==> src/rtl/dbg_uart_loader.sv <==
// dbg_uart_loader: decodes a byte-framed UART command stream into debug-port
// burst writes / read-back verifies and controls the CPU reset line.
module dbg_uart_loader #(
    parameter int DATA_W    = 32,
    parameter int ADR_W     = 32,
    parameter int WR_CYCLES = 2,
    parameter int RD_CYCLES = 2,
    parameter int TIMEOUT   = 100000
) (
    input  logic                clk,
    input  logic                n_reset,
    input  logic [7:0]          rx_data,
    input  logic                rx_valid,
    output logic [7:0]          tx_data,
    output logic                tx_valid,
    input  logic                tx_ready,
    output logic                dbg_mem_op,
    output logic [DATA_W/8-1:0] dbg_wren,
    output logic [ADR_W-1:0]    dbg_adr,
    output logic [DATA_W-1:0]   dbg_do,
    input  logic [DATA_W-1:0]   dbg_di,
    output logic                cpu_n_reset,
    output logic                busy,
    output logic [7:0]          err_cnt
);

    localparam int NB      = DATA_W / 8;
    // One shift register serves address (32 bit), count (16 bit) and data.
    localparam int SH_W    = (DATA_W > 32) ? DATA_W : 32;
    localparam int BC_MAX  = (NB > 4) ? NB : 4;
    localparam int BC_W    = $clog2(BC_MAX);
    localparam int ACC_MAX = (WR_CYCLES > RD_CYCLES) ? WR_CYCLES : RD_CYCLES;
    localparam int PH_W    = (ACC_MAX > 1) ? $clog2(ACC_MAX) : 1;
    localparam int TO_W    = (TIMEOUT > 1) ? $clog2(TIMEOUT) : 1;

    localparam logic [ADR_W-1:0] ALIGN_MASK = ~(ADR_W'(NB - 1));

    localparam logic [7:0] CMD_WRITE  = 8'h57;
    localparam logic [7:0] CMD_VERIFY = 8'h56;
    localparam logic [7:0] CMD_GO     = 8'h47;
    localparam logic [7:0] CMD_HALT   = 8'h48;
    localparam logic [7:0] RSP_ACK    = 8'h06;
    localparam logic [7:0] RSP_NAK    = 8'h15;
    localparam logic [7:0] RSP_UNK    = 8'h3F;

    typedef enum logic [2:0] {
        S_IDLE,
        S_ADR,
        S_CNT,
        S_DATA,
        S_FLUSH,
        S_RESP
    } state_t;

    state_t state_q, state_d;

    // Frame assembly
    logic [BC_W-1:0]   byte_cnt_q;
    logic [SH_W-9:0]   sh_q;
    logic [SH_W-1:0]   sh_next;
    logic [TO_W-1:0]   idle_cnt_q;
    logic [31:0]       adr_field;
    logic [15:0]       cnt_field;
    logic [DATA_W-1:0] word_field;
    logic [ADR_W-1:0]  word_adr_q;
    logic [15:0]       words_left_q;
    logic              is_write_q;

    // One-entry access buffer
    logic              buf_valid_q;
    logic [ADR_W-1:0]  buf_adr_q;
    logic [DATA_W-1:0] buf_data_q;
    logic [PH_W-1:0]   acc_cnt_q;
    logic [PH_W-1:0]   acc_last_idx;

    // Status / response
    logic [7:0]        err_cnt_q;
    logic [7:0]        tx_data_q;
    logic              busy_q;
    logic              cpu_run_q;

    // Decoded events
    logic              in_frame;
    logic              is_frame_cmd;
    logic              frame_start;
    logic              word_done;
    logic              accept;
    logic              overrun;
    logic              acc_last;
    logic              mismatch;
    logic              timeout_hit;
    logic [1:0]        err_inc;
    logic [8:0]        err_sum;

    assign in_frame     = (state_q == S_ADR) || (state_q == S_CNT) || (state_q == S_DATA);
    assign is_frame_cmd = (rx_data == CMD_WRITE) || (rx_data == CMD_VERIFY);
    assign frame_start  = (state_q == S_IDLE) && rx_valid && is_frame_cmd;

    // Bytes arrive LE, so shifting in at the top leaves the last field in the MSBs.
    assign sh_next    = {rx_data, sh_q};
    assign adr_field  = sh_next[SH_W-1 -: 32];
    assign cnt_field  = sh_next[SH_W-1 -: 16];
    assign word_field = sh_next[SH_W-1 -: DATA_W];

    assign word_done   = (state_q == S_DATA) && rx_valid && (byte_cnt_q == BC_W'(NB - 1));
    assign accept      = word_done && !buf_valid_q;
    assign overrun     = word_done && buf_valid_q;
    assign timeout_hit = in_frame && !rx_valid && (idle_cnt_q == TO_W'(TIMEOUT - 1));

    assign acc_last_idx = is_write_q ? PH_W'(WR_CYCLES - 1) : PH_W'(RD_CYCLES - 1);
    assign acc_last     = buf_valid_q && (acc_cnt_q == acc_last_idx);
    assign mismatch     = acc_last && !is_write_q && (dbg_di != buf_data_q);

    // Mismatch may coincide with a timeout or an overrun, so sum the sources.
    assign err_inc = 2'(overrun) + 2'(mismatch) + 2'(timeout_hit);
    assign err_sum = {1'b0, err_cnt_q} + {7'd0, err_inc};

    // State register
    // NOTE: flops use non-blocking assignments so every register samples pre-edge values.
    always_ff @(posedge clk or negedge n_reset) begin
        if (!n_reset) state_q <= S_IDLE;
        else          state_q <= state_d;
    end

    // Next-state logic
    // NOTE: state_d gets a default first so no branch leaves it unassigned (no latch).
    always_comb begin
        state_d = state_q;
        case (state_q)
            S_IDLE: begin
                if (rx_valid) state_d = is_frame_cmd ? S_ADR : S_RESP;
            end
            S_ADR: begin
                if (timeout_hit)                                 state_d = S_FLUSH;
                else if (rx_valid && byte_cnt_q == BC_W'(3))     state_d = S_CNT;
            end
            S_CNT: begin
                if (timeout_hit)                                 state_d = S_FLUSH;
                else if (rx_valid && byte_cnt_q == BC_W'(1))
                    state_d = (cnt_field == 16'd0) ? S_FLUSH : S_DATA;
            end
            S_DATA: begin
                if (timeout_hit)                                 state_d = S_FLUSH;
                else if (word_done && words_left_q == 16'd1)     state_d = S_FLUSH;
            end
            S_FLUSH: begin
                if (!buf_valid_q) state_d = S_RESP;
            end
            S_RESP: begin
                if (tx_ready) state_d = S_IDLE;
            end
            default: state_d = S_IDLE;
        endcase
    end

    // Outputs: bus signals are forced to zero whenever no access is in flight
    always_comb begin
        tx_valid    = (state_q == S_RESP);
        tx_data     = tx_data_q;
        busy        = busy_q;
        cpu_n_reset = cpu_run_q;
        err_cnt     = err_cnt_q;
        dbg_mem_op  = buf_valid_q;
        dbg_wren    = (buf_valid_q && is_write_q) ? '1 : '0;
        dbg_adr     = buf_valid_q ? buf_adr_q : '0;
        dbg_do      = (buf_valid_q && is_write_q) ? buf_data_q : '0;
    end

    // Byte counter, shift register and inter-byte idle timer
    always_ff @(posedge clk or negedge n_reset) begin
        if (!n_reset) begin
            byte_cnt_q <= '0;
            sh_q       <= '0;
            idle_cnt_q <= '0;
        end else begin
            if (state_d != state_q)
                byte_cnt_q <= '0;
            else if (rx_valid && in_frame)
                byte_cnt_q <= (byte_cnt_q == BC_W'(NB - 1) && state_q == S_DATA) ? '0
                                                                                  : byte_cnt_q + 1'b1;
            if (rx_valid && in_frame)
                sh_q <= sh_next[SH_W-1:8];
            if (!in_frame || rx_valid)
                idle_cnt_q <= '0;
            else
                idle_cnt_q <= idle_cnt_q + 1'b1;
        end
    end

    // Frame header capture: operation, aligned start address, word count
    always_ff @(posedge clk or negedge n_reset) begin
        if (!n_reset) begin
            is_write_q   <= 1'b0;
            word_adr_q   <= '0;
            words_left_q <= '0;
        end else begin
            if (frame_start)
                is_write_q <= (rx_data == CMD_WRITE);
            if (state_q == S_ADR && rx_valid && byte_cnt_q == BC_W'(3))
                word_adr_q <= adr_field[ADR_W-1:0] & ALIGN_MASK;
            else if (word_done)
                // Dropped words still consume their address slot.
                word_adr_q <= word_adr_q + ADR_W'(NB);
            if (state_q == S_CNT && rx_valid && byte_cnt_q == BC_W'(1))
                words_left_q <= cnt_field;
            else if (word_done)
                words_left_q <= words_left_q - 16'd1;
        end
    end

    // Access buffer: holds one word while the bus access runs; freed on the
    // last access cycle so the next access follows after one idle cycle
    always_ff @(posedge clk or negedge n_reset) begin
        if (!n_reset) begin
            buf_valid_q <= 1'b0;
            buf_adr_q   <= '0;
            buf_data_q  <= '0;
            acc_cnt_q   <= '0;
        end else if (accept) begin
            buf_valid_q <= 1'b1;
            buf_adr_q   <= word_adr_q;
            buf_data_q  <= word_field;
            acc_cnt_q   <= '0;
        end else if (buf_valid_q) begin
            if (acc_last) buf_valid_q <= 1'b0;
            else          acc_cnt_q   <= acc_cnt_q + 1'b1;
        end
    end

    // Error counter: cleared by a new frame command, saturates at 255
    always_ff @(posedge clk or negedge n_reset) begin
        if (!n_reset)
            err_cnt_q <= '0;
        else if (frame_start)
            err_cnt_q <= '0;
        else if (err_inc != 2'd0)
            err_cnt_q <= err_sum[8] ? 8'hFF : err_sum[7:0];
    end

    // Response byte, busy flag and CPU reset control
    always_ff @(posedge clk or negedge n_reset) begin
        if (!n_reset) begin
            tx_data_q <= '0;
            busy_q    <= 1'b0;
            cpu_run_q <= 1'b0;
        end else begin
            if (state_q == S_IDLE && rx_valid) begin
                if (rx_data == CMD_GO) begin
                    cpu_run_q <= 1'b1;
                    tx_data_q <= RSP_ACK;
                end else if (rx_data == CMD_HALT) begin
                    cpu_run_q <= 1'b0;
                    tx_data_q <= RSP_ACK;
                end else if (!is_frame_cmd) begin
                    tx_data_q <= RSP_UNK;
                end
            end
            if (state_q == S_FLUSH && !buf_valid_q)
                tx_data_q <= (err_cnt_q == 8'd0) ? RSP_ACK : RSP_NAK;
            if (frame_start)
                busy_q <= 1'b1;
            else if (state_q == S_RESP && tx_ready)
                busy_q <= 1'b0;
        end
    end

endmodule

==> config.mk <==
export PLATFORM = sky130hd
export DESIGN_NAME = dbg_uart_loader
export DESIGN_NICKNAME = d
export VERILOG_FILES = /design/src/rtl/dbg_uart_loader.sv
export SDC_FILE = /design/constraint.sdc
export NUM_CORES = 1
export LEC_CHECK = 0
export BUFFER_PORTS_ARGS = -buffer_cell sky130_fd_sc_hd__buf_4
export CORE_ASPECT_RATIO = 1.75
export CORE_MARGIN = 10
export CORE_UTILIZATION = 43
export DETAILED_ROUTE_END_ITERATION = 16
export PLACE_DENSITY = 0.65
export SKIP_CTS_REPAIR_TIMING = 1
export SKIP_LAST_GASP = 1
export SLEW_MARGIN = 10
export SYNTH_ARGS = -nofsm -noshare
export SYNTH_HDL_FRONTEND = slang
export SYNTH_SLANG_ARGS = --single-unit
==> constraint.sdc <==
create_clock -name clk -period 3.8 [get_ports clk]
set_input_delay 0.38 -clock clk [delete_from_list [all_inputs] [get_ports clk]]
set_output_delay 0.38 -clock clk [all_outputs]
set_load 0.05 [all_outputs]
* After elaboration in Yosys (flattened, before gate mapping)
Index checks and enable logic that the tools add are counted.
** Cells by class
- Add/subtract/negate cells :: 8
- Equal/unequal tests :: 17
- Mux-type cells :: 42
- Reductions and logical operators :: 46
** Operators by type and width (count)
- $mux 32 :: 4
- $mux 8 :: 8
- $mux 3 :: 11
- $add 32x3->32 const B :: 1
- $eq 8x7->1 const B :: 4
- $mux 16 :: 2
- $ne 32x32->1 :: 1
- $logic_and 1x1->1 :: 23
- $pmux 3 s6 :: 1
- $reduce_bool 2->1 :: 9
- $add 17x1->17 const B :: 1
- $eq 17x17->1 const B :: 1
- $mux 17 :: 1
- $eq 16x1->1 const B :: 1
- $logic_not 16->1 :: 1
- $sub 16x1->16 const B :: 1
- $mux 1 :: 10
- $add 8x2->9 :: 1
- $logic_not 8->1 :: 1
- $eq 3x2->1 const B :: 2
- $eq 3x3->1 const B :: 2
- $mux 2 :: 3
- $reduce_and 2->1 :: 3
- $mux 5 :: 1
- other kinds (14) :: 20
** Storage, ports and cells
- Register bits :: 179
- Input port bits :: 44
- Output and inout port bits :: 88
- Logic and storage cells :: 128

* Longest topological paths before layout
Gate-level depths: netlist of run 1.
- Depth in word-level cells :: 10
- Mapped depth :: 14
- Mapped depth without buffers :: 12

* Least setup slack after synthesis of run 1
OpenSTA, ideal clock, no wires.
- Path type :: register to register
- From :: register state_q[2]
- To :: register err_cnt_q[2], in the netlist err_cnt[2]
- Library setup time :: 141 ps
- Data arrival time :: 3163 ps
- Data required time :: 3659 ps
- Path slack :: 496 ps
- Stages on the path, launching flop included :: 12
- Path buffers :: 2
- Period minus slack after synthesis :: 3304 ps
- Cell sequence :: dfrtp_1 -> buf_2 -> or3_1 -> clkbuf_1 -> nor4_2 -> fa_1 -> ha_1 -> fa_1 -> and2_1 -> nand4_1 -> and4_1 -> nor3_1
** On the way
- Cells in the longest elaborated chain, start to end :: 10
- Elaborated cells between the ends (all ways) :: 21
- Those cells by class :: add/sub: 3; eq/ne: 3; mux: 3; reduce/logical: 12
** RTL lines
- start, declared :: RTL line 55 : state_t state_q, state_d;
- start signal, assigned :: RTL line 122 : else state_q <= state_d;
- $eq 3x2->1, or another cell as far along :: RTL line 95, 105
- $logic_and 1x1->1 / $logic_or 1x1->1 (equally long branches) (2 in series) :: RTL line 105, 95
- $logic_and 1x1->1 (on tied branches) :: RTL line 107, 108
- $add 1x1->2 / $logic_and 1x1->1 (equally long branches) :: RTL line 115, 108
- $add 2x1->2 :: RTL line 115 : assign err_inc = 2'(overrun) + 2'(mismatch) + 2'(timeout_hit);
- $add 8x2->9 :: RTL line 116 : assign err_sum = {1'b0, err_cnt_q} + {7'd0, err_inc};
- $mux 8 :: RTL line 237 : err_cnt_q <= err_sum[8] ? 8'hFF : err_sum[7:0];
- $mux 8 :: RTL line 236 : else if (err_inc != 2'd0)
- $mux 8 :: RTL line 234 : else if (frame_start)
- end signal, assigned :: RTL line 237
- end, declared :: RTL line 77 : logic [7:0] err_cnt_q;
Several ways; a longest one is shown, not always the timed one. The select of a mux whose other input is x is not followed.
A chain may end at the register's enable or synchronous reset.

* Final worst setup path of run 1
- From :: register idle_cnt_q[13]
- To :: register err_cnt_q[2], in the netlist err_cnt[2]
** On the way
- Cells in the longest elaborated chain, start to end :: 7
- Elaborated cells between the ends (all ways) :: 9
- Those cells by class :: add/sub: 2; eq/ne: 1; mux: 3; reduce/logical: 3
** RTL lines
- start, declared :: RTL line 61 : logic [TO_W-1:0] idle_cnt_q;
- start signal, assigned :: RTL line 186 : idle_cnt_q <= idle_cnt_q + 1'b1;
- $eq 17x17->1 (*) :: RTL line 108 : assign timeout_hit = in_frame && !rx_valid && (idle_cnt_q == TO_W'(TIMEOUT - 1));
- $logic_and 1x1->1 (*) :: RTL line 108
- $add 2x1->2 (*) :: RTL line 115
- $add 8x2->9 :: RTL line 116
- $mux 8 :: RTL line 237
- $mux 8 :: RTL line 236
- $mux 8 :: RTL line 234
Mark *: on every way between the ends. The rest lies on a longest branch, timed or not. The select of a mux whose other input is x is not followed.

==> results of run 1 <==
cells in the mapped netlist (10+ instances only):
| master | number | area share, % |
|---|---|---|
| sky130_fd_sc_hd__a21oi_1 | 39 | 2.1 |
| sky130_fd_sc_hd__and2_1 | 34 | 2.3 |
| sky130_fd_sc_hd__and3_1 | 44 | 3.0 |
| sky130_fd_sc_hd__buf_2 | 12 | 0.66 |
| sky130_fd_sc_hd__clkbuf_1 | 27 | 1.1 |
| sky130_fd_sc_hd__dfrtp_1 | 171 | 47 |
| sky130_fd_sc_hd__inv_1 | 12 | 0.49 |
| sky130_fd_sc_hd__mux2_2 | 84 | 10 |
| sky130_fd_sc_hd__mux2i_1 | 20 | 2.2 |
| sky130_fd_sc_hd__nand2_1 | 58 | 2.4 |
| sky130_fd_sc_hd__nand3_1 | 39 | 2.1 |
| sky130_fd_sc_hd__nand4_1 | 26 | 1.8 |
| sky130_fd_sc_hd__nor2_1 | 45 | 1.8 |
| sky130_fd_sc_hd__nor3_1 | 19 | 1.0 |
| sky130_fd_sc_hd__nor4_1 | 11 | 0.75 |
| sky130_fd_sc_hd__o21ai_0 | 24 | 1.3 |
| sky130_fd_sc_hd__o22ai_1 | 26 | 1.8 |
| sky130_fd_sc_hd__xnor2_1 | 36 | 3.4 |
| sky130_fd_sc_hd__xor2_1 | 10 | 0.96 |
per-stage QoR:
step	hold WS [ps]	power [uW]	worst slack, ps	util, %	cells
CTS	27.48	5279	530.8	51.86	1251
global route	46.92	5491	235.3	51.86	1251
floorplan	84.41	3093	495.5	-	885
detailed placement	463.4	3531	508.2	49.04	1219
global placement	454.7	3501	567.4	49.04	1219
finish	-0.6467	5234	536.0	51.86	1251
area by class of cell:
cell class                      instances  area, sq um
Clock buffer                           19        452.9
Clock inverter                         13        137.6
Fill cell                            1905        10080
Inverter                               12        45.04
Multi-Input combinational cell        644         4547
Sequential cell                       171         4279
Tap cell                              252        315.3
Timing Repair Buffer                  140         1080
how the worst max path moves through the flow:
stage,start,to,slack (ps),cells after the start
after floorplan,state_q[2]$_DFF_PN0_,err_cnt[2]$_DFFE_PN0P_,500,11
after global placement,dbg_di[14],err_cnt[2]$_DFFE_PN0P_,570,12
after detailed placement,dbg_di[14],err_cnt[2]$_DFFE_PN0P_,510,12
after CTS,idle_cnt_q[13]$_DFF_PN0_,err_cnt[2]$_DFFE_PN0P_,530,10
after global routing,buf_data_q[14]$_DFFE_PN0P_,err_cnt[2]$_DFFE_PN0P_,240,11
final,idle_cnt_q[13]$_DFF_PN0_,err_cnt[2]$_DFFE_PN0P_,540,10
where the power goes:
| part | internal [uW] | leakage [uW] | switching [uW] | total (uW) |
|---|---|---|---|---|
| combinational | 470 | 0.00247 | 533 | 1000 |
| sequential | 2070 | 0.00228 | 413 | 2490 |
| clock | 1010 | 0.000286 | 738 | 1740 |
| total | 3550 | 0.00504 | 1680 | 5230 |
metal layers:
layer | global-route usage [%] | part of all wire, %
met1 | 19.73 | 37
met2 | 35.72 | 58
met3 | 3.005 | 2.9
met4 | 5.685 | 2.0
met5 | 0 | 0
worst max-delay path: stages (launching register included):
cell and delay, ps:
sky130_fd_sc_hd__dfrtp_1 420, sky130_fd_sc_hd__or4bb_1 540, sky130_fd_sc_hd__nor4_2 220, sky130_fd_sc_hd__buf_4 190, sky130_fd_sc_hd__fa_1 450, sky130_fd_sc_hd__ha_1 240
sky130_fd_sc_hd__fa_1 400, sky130_fd_sc_hd__and2_1 220, sky130_fd_sc_hd__nand4_1 180, sky130_fd_sc_hd__and4_1 210, sky130_fd_sc_hd__nor3_1 50
kinds of logic (layout without fill, tap and decap cells):
kind of cell,after synthesis,in the layout,share of synthesized area [%]
buffers and inverters,70,184,3.707
and+or+nand+nor,339,339,20.86
xor gates and xnor gates,46,46,4.404
AOI/OAI and AO/OA,141,141,10.15
adders and majority gates,10,10,1.532
other,1,4,0.04099
muxes,104,104,12.53
DFF,171,171,46.78
registers in the layout, indices dropped and copies added, names as in the netlist:
register	flops
byte_cnt_q	2
busy	1
tx_data	4
word_adr_q	30
is_write_q	1
words_left_q	16
buf_adr_q	30
idle_cnt_q	17
err_cnt	8
buf_data_q	32
acc_cnt_q	1
state_q	3
cpu_n_reset	1
dbg_mem_op	1
sh_q	24
==> results_dict.tcl, run 1 <==
set metrics [dict create \
    outcome "finished, violations left" \
    failed_checks "hold timing" \
    dp_hpwl_mm 18.57 \
    io_pins 132 \
    critical_path_arrival_ps 3550 \
    clockBufferDepth 2 \
    critical_path.startpoint_type "register" \
    max_freq_mhz 306.4 \
    drcViolationCount 0 \
    cts-root-buf "sky130_fd_sc_hd__clkbuf_16" \
    floorplan.die_area_sq_um 27740 \
    slew_viol_final 0 \
    htree_num_levels 4 \
    chip_height_microns 212.9 \
    clk_latency_ps 430 \
    endpoint_kind "register" \
    finish.net_count 1040 \
    rows 70 \
    min-delay-path-class "in -> async" \
    critical_path.reg2reg.endpoint "err_cnt[2]$_DFFE_PN0P_" \
    finalClockSkew_ps 13.88 \
    sequential_to_total_area_share_from_yosys_stat_pct 46.78 \
    tritoncts.num_buffers 17 \
    finalHoldViolCount 1 \
    maximum_number_of_pins_on_one_net_before_global_route_repair 82 \
    numPortBuffers 127 \
    synth.lib_cells_used.distinct 75 \
    ys_async_sr_fraction_pct 100.0 \
    drt_iter0_drc 501 \
    core_area_sq_um 20930 \
    area_growth_pct 18.68 \
    main_flop_type_after_synthesis "sky130_fd_sc_hd__dfrtp_1" \
    gr-usage-all-layers_pct 18.55 \
    worst_slew_margin_relative_to_its_limit_pct 26.77 \
    path_class "reg -> reg" \
    finalSetupViolCount 0 \
    required_ps 4090 \
    post_route_cells_drive_above_1_share_pct 27.93 \
    detail_route.wl_per_cell_microns 20.20 \
    cts_num_sinks 171 \
    final.setup.tns_ps 0 \
    finalInstanceArea_sq_um 10860 \
    yosys_warnings 0 \
    layout.cells.most_common "sky130_fd_sc_hd__dfrtp_1" \
    first_global_vias 7157 \
    crit_fanout 5 \
    whs_ps -0.6467 \
    ys_seq_elements 171 \
    ff2ff_path_depth 10 \
    route.final.wire_length_mm 25.28 \
    rrSetupSlack_ps 540 \
    setup_repair_after_global_routing_missed_its_margin "false" \
    start_util_pct 43.70 \
    globalplace.congestion 0.8691 \
    die_x_microns 130.3 \
    synth_edf_count 0 \
    grt_first_pass_wirelength_mm 40.23 \
    grt.overflow.total 0 \
    syn_avg_cell_area_sq_um 10.37 \
    maxcap_violations 0 \
    post_synth_instance_area_sq_um 9148 \
    finalWorstPathRequiredPeriod_ps 3264 \
    cts_tree "built" \
    vias_per_cell 5.767 \
    firstDrtPassIters 4 \
    postRouteAntennaNets 0 \
    clk_pin_slew_worst_paths_ps 70 \
    most-common-layout-cells "171 x sky130_fd_sc_hd__dfrtp_1, 137 x sky130_fd_sc_hd__buf_4, 84 x sky130_fd_sc_hd__mux2_2" \
    synth_cells 882 \
    dr_total_vias 7214 \
    antenna_cells 0 \
    power.density_nw_per_um2 482.1 \
    tightestPinTransition_ps 1098 \
    timing.final.crit_share_pct 85.90 \
    grt_antenna_before_repair 0 \
    worst_ir_drop_vdd_mv 0.4777 \
    placement.cell_area_sq_um 10270 \
    p_leak_uw 0.005042 \
    critical_path.reg2reg.startpoint "idle_cnt_q[13]$_DFF_PN0_" \
]
No activity file was read; power rests on OpenSTA's default activity.
==> run 2, diff against run 1 <==
- CTS_BUF_LIST: default -> sky130_fd_sc_hd__clkbuf_16
- PLACE_DENSITY: 0.65 -> 0.72
==> run 2 against run 1 <==
Net effect:
- the flow still finishes with violations (hold timing)
- critical path depth rose by 1
- maximum frequency fell by 3.6%
- hold slack got worse by 26 ps
- final area fell by 0.22%
- die area did not move
- largest power group unchanged
- critical path type unchanged
- clock power fell by 3%
- core utilization fell by 0.11 points
- routed wire length fell by 0.81%
- combinational power barely moved
==> results_dict.tcl, run 2 (same netlist as run 1, synthesis figures left out) <==
set metrics [dict create \
    rows 70 \
    failed_checks "hold timing" \
    endpoint_kind "register" \
    most-common-layout-cells "171 x sky130_fd_sc_hd__dfrtp_1, 137 x sky130_fd_sc_hd__buf_4, 84 x sky130_fd_sc_hd__mux2_2" \
    multi_input_area_sq_um 4547 \
    required_ps 4080 \
    number_of_flip_flops_in_the_largest_register 32 \
    whs_ps -26.98 \
    final.setup.tns_ps 0 \
    finalHoldViolCount 13 \
    finalClockSkew_ps 8.935 \
    critical_path.startpoint_type "register" \
    largest_registers "buf_data_q x32, buf_adr_q x30, word_adr_q x30" \
    tightestPinTransition_ps 1077 \
    tritoncts.num_buffers 17 \
    cts-root-buf "sky130_fd_sc_hd__clkbuf_16" \
    firstDrtPassIters 5 \
    nFillCells 1890 \
    io_pins 132 \
    detail_route.wl_per_cell_microns 20.04 \
    finish.cell_count_without_fillers 1251 \
    setup_repair_after_global_routing_missed_its_margin "false" \
    path_class "reg -> reg" \
    sequential_cell_area_sq_um 4279 \
    grt.overflow.total 0 \
    clk_pin_slew_worst_paths_ps 70 \
    power.density_nw_per_um2 478.1 \
    area_growth_pct 18.42 \
    cts_num_sinks 171 \
    min-delay-path-class "in -> async" \
    power.total_uw 5179 \
    start_util_pct 43.70 \
    numPortBuffers 127 \
    clockBufferDepth 2 \
    outcome "finished, violations left" \
    antenna_cells 0 \
    htree_num_levels 4 \
    setup_ws_ps 414.2 \
    route.final.wire_length_mm 25.07 \
    finalWorstPathRequiredPeriod_ps 3386 \
    slew_viol_final 0 \
    gr-usage-all-layers_pct 18.20 \
    critical_path_arrival_ps 3670 \
    timing.final.crit_share_pct 89.10 \
    postRouteAntennaNets 0 \
    vias_per_cell 5.782 \
    layout.cells.most_common "sky130_fd_sc_hd__dfrtp_1" \
    dr_total_vias 7233 \
    clk_latency_ps 430 \
    crit_fanout 4 \
    finish.net_count 1040 \
    globalplace.congestion 0.9012 \
    floorplan.die_area_sq_um 27740 \
    maxcap_violations 0 \
    preCtsSetupSlack_ps 448.6 \
    core_area_sq_um 20930 \
    drcViolationCount 0 \
    max_freq_mhz 295.3 \
    finalSetupViolCount 0 \
    worst_slew_margin_relative_to_its_limit_pct 28.21 \
    first_global_vias 7307 \
    cts_tree "built" \
    post_route_cells_drive_above_1_share_pct 27.73 \
    placed_cells_incl_taps 1219 \
    grt_antenna_before_repair 0 \
    chip_height_microns 212.9 \
    grt_first_pass_wirelength_mm 39.73 \
    dp_hpwl_mm 18.35 \
    worst_ir_drop_vdd_mv 0.4781 \
    largest_register "buf_data_q" \
    maximum_number_of_pins_on_one_net_before_global_route_repair 93 \
    die_x_microns 130.3 \
    p_leak_uw 0.005033 \
    drt_iter0_drc 520 \
]
-- run 2: cell types whose count changed in the layout (fill, tap and decap cells not counted), sizes merged --
| cell | before | now |
|---|---|---|
| clkbuf | 19 | 17 |
| clkinv | 4 | 6 |
| inv | 16 | 18 |
| bufinv | 2 | 1 |
| clkinvlp | 3 | 2 |
-- run 2: worst paths after layout --
| path | start | endpoint | slack (ps) | depth (start not counted) |
|---|---|---|---|---|
| max | idle_cnt_q[0]$_DFF_PN0_ | err_cnt[2]$_DFFE_PN0P_ | 410 | 11 |
| min | n_reset | buf_adr_q[23]$_DFFE_PN0P_ | -30 | 1 |
| max reg2reg | idle_cnt_q[0]$_DFF_PN0_ | err_cnt[2]$_DFFE_PN0P_ | 410 | 11 |
| min reg2reg | buf_adr_q[6]$_DFFE_PN0P_ | buf_adr_q[6]$_DFFE_PN0P_ | 470 | 2 |
| max in group asynchronous | n_reset | acc_cnt_q$_DFFE_PN0P_ | 2860 | 2 |
| min in group clk | rx_data[2] | words_left_q[10]$_DFFE_PN0P_ | 260 | 3 |
-- run 2: layout make-up --
class / instances / share of cell area, %
clock inverter: 15 / 1.305
inverter: 12 / 0.4158
clock buffer: 17 / 3.927
multi-input combinational: 644 / 41.97
sequential: 171 / 39.50
tap: 252 / 2.911
timing repair buffer: 140 / 9.968
-- run 2: report_power, final --
part,leakage (uW),switching [uW],internal (uW),total (uW)
logic,0.00247,530,469,999
clock network,0.000277,768,915,1680
registers,0.00228,424,2070,2500
-- run 2: worst max-delay path, cell delays in order, from the launching register on --
cell and delay, ps:
sky130_fd_sc_hd__dfrtp_1 380, sky130_fd_sc_hd__ha_1 210, sky130_fd_sc_hd__and3_1 220, sky130_fd_sc_hd__nand2_1 90, sky130_fd_sc_hd__nor4_2 500, sky130_fd_sc_hd__fa_1 530, sky130_fd_sc_hd__ha_1 240, sky130_fd_sc_hd__fa_1 400
sky130_fd_sc_hd__and2_1 210, sky130_fd_sc_hd__nand4_1 180, sky130_fd_sc_hd__and4_1 220, sky130_fd_sc_hd__nor3_1 50
-- run 2: per-stage QoR --
step                utilization (%)  instance area (sq um)
finish                        51.75                  10830
global route                  51.75                  10830
CTS                           51.75                  10830
detailed placement            49.04                  10270
global placement              49.04                  10270
floorplan                         -                   9159
-- run 2: routing by layer --
metal	part of all wire (%)	wire [microns]	global-route usage [%]
met3	3.2	807	2.632
met2	57	14360	34.82
met1	37	9168	18.95
met4	2.9	737	7.555
met5	0	0	0
==> run 3, diff against run 2 <==
- clock period: 3.8 -> 4.2 ns (I/O delays scaled with it)
==> run 3 against run 2 <==
Net effect:
- the flow now finishes without violations
- clock-buffer cell count did not move
- clock skew rose by 1.1 ps
- routed wire length is 0.89% higher
- final cell count shrank 0.16%
- die area is the same
- non-clock buffer count is 2 lower
- worst setup slack better by 70 ps
- global-route usage grew 0.47 points
- critical path type unchanged
- critical endpoint unchanged
==> results_dict.tcl, run 3 (same netlist as run 1, synthesis figures left out) <==
set metrics [dict create \
    grt_first_pass_wirelength_mm 40.81 \
    gr-usage-all-layers_pct 18.67 \
    grt.overflow.total 0 \
    min-delay-path-class "in -> async" \
    antenna_cells 0 \
    first_global_vias 7414 \
    floorplan.die_area_sq_um 27740 \
    clockBufferDepth 2 \
    most-common-layout-cells "171 x sky130_fd_sc_hd__dfrtp_1, 135 x sky130_fd_sc_hd__buf_4, 84 x sky130_fd_sc_hd__mux2_2" \
    max_freq_mhz 269.1 \
    area_growth_pct 18.75 \
    drcViolationCount 0 \
    maximum_number_of_pins_on_one_net_before_global_route_repair 97 \
    largest_registers "buf_data_q x32, buf_adr_q x30, word_adr_q x30" \
    numPortBuffers 127 \
    htree_num_levels 4 \
    power.total_uw 4794 \
    clk_pin_slew_worst_paths_ps 70 \
    multi_input_area_sq_um 4547 \
    globalplace.congestion 0.9141 \
    timing.final.crit_share_pct 88.46 \
    placed_cells_incl_taps 1217 \
    finish.cell_count_without_fillers 1249 \
    finalClockSkew_ps 10.02 \
    setup_repair_after_global_routing_missed_its_margin "false" \
    drt_iter0_drc 513 \
    finalInstanceArea_sq_um 10860 \
    clk_latency_ps 430 \
    postRouteAntennaNets 0 \
    cts-root-buf "sky130_fd_sc_hd__clkbuf_16" \
    critical_path_arrival_ps 4000 \
    rows 70 \
    cts_tree "built" \
    finalWorstPathRequiredPeriod_ps 3715 \
    grt_antenna_before_repair 0 \
    worst_slew_margin_relative_to_its_limit_pct 26.06 \
    final.setup.tns_ps 0 \
    slew_viol_final 0 \
    placement.cell_area_sq_um 10250 \
    path_class "reg -> reg" \
    p_leak_uw 0.005051 \
    endpoint_kind "register" \
    vias_per_cell 5.838 \
    number_of_flip_flops_in_the_largest_register 32 \
    maxcap_violations 0 \
    power.density_nw_per_um2 441.3 \
    core_area_sq_um 20930 \
    outcome "complete, no violations" \
    layout.cells.most_common "sky130_fd_sc_hd__dfrtp_1" \
    largest_register "buf_data_q" \
    chip_height_microns 212.9 \
    start_util_pct 43.70 \
    finalHoldViolCount 0 \
    route.final.wire_length_mm 25.29 \
    finalSetupViolCount 0 \
    worst_ir_drop_vdd_mv 0.4282 \
    finish.net_count 1038 \
    io_pins 132 \
    sequential_cell_area_sq_um 4279 \
    required_ps 4480 \
    dr_total_vias 7292 \
    post_route_cells_drive_above_1_share_pct 27.68 \
    nFillCells 1877 \
    critical_path.startpoint_type "register" \
    crit_fanout 16 \
    tightestPinTransition_ps 1109 \
    detail_route.wl_per_cell_microns 20.25 \
    firstDrtPassIters 5 \
    die_x_microns 130.3 \
    cts_num_sinks 171 \
    utilization_pct 51.89 \
    dp_hpwl_mm 18.46 \
    tritoncts.num_buffers 17 \
]
-- run 3: per-layer routing --
metal  up-vias  track usage (%)  share of wire, %
li1       3435                -                 -
met1      3618            19.73                36
met2       184            34.52                56
met3        55            3.104               3.4
met4         0            9.034               4.3
met5         -                0                 0
-- run 3: power by group --
part | internal (uW) | switching, uW | leakage [uW]
combinational | 418 | 466 | 0.00246
sequential | 1880 | 400 | 0.00228
clock | 948 | 686 | 0.000305
total | 3240 | 1550 | 0.00505
-- run 3: path summary, 6_finish.rpt --
check	end	slack, ps	cells past startpoint	from
worst max register to register	err_cnt[2]$_DFFE_PN0P_	480	10	state_q[0]$_DFF_PN0_
worst min register to register	buf_adr_q[2]$_DFFE_PN0P_	480	2	buf_adr_q[2]$_DFFE_PN0P_
max in group asynchronous	idle_cnt_q[16]$_DFF_PN0_	3180	2	n_reset
worst min-delay path	buf_adr_q[22]$_DFFE_PN0P_	90	1	n_reset
min in group clk	words_left_q[10]$_DFFE_PN0P_	310	3	rx_data[2]
worst max-delay path	err_cnt[2]$_DFFE_PN0P_	480	10	state_q[0]$_DFF_PN0_
-- run 3: stage by stage --
step           hold WS (ps)  setup WS [ps]
3_5_place_dp          471.8          546.6
2_1_floorplan         124.4          895.5
5_1_grt               140.8          255.9
3_3_place_gp          456.7          669.8
4_1_cts               131.9          511.3
6_report              92.11          484.6
-- run 3: area by class of cell --
type	count	share of cell area, %
multi-input cells	644	41.86
flip-flops and latches	171	39.39
repair buffers	138	9.802
clock buffers	17	3.916
well taps	252	2.903
clock inverters	15	1.716
inverters	12	0.4147
-- run 3: critical path: stages (launching register included) --
cell                      delay [ps]
sky130_fd_sc_hd__dfrtp_1         640
sky130_fd_sc_hd__nor2_1          140
sky130_fd_sc_hd__or3_1           370
sky130_fd_sc_hd__nor4_2          560
sky130_fd_sc_hd__fa_1            550
sky130_fd_sc_hd__ha_1            240
sky130_fd_sc_hd__fa_1            410
sky130_fd_sc_hd__and2_1          210
sky130_fd_sc_hd__nand4_1         180
sky130_fd_sc_hd__and4_1          220
sky130_fd_sc_hd__nor3_1           50
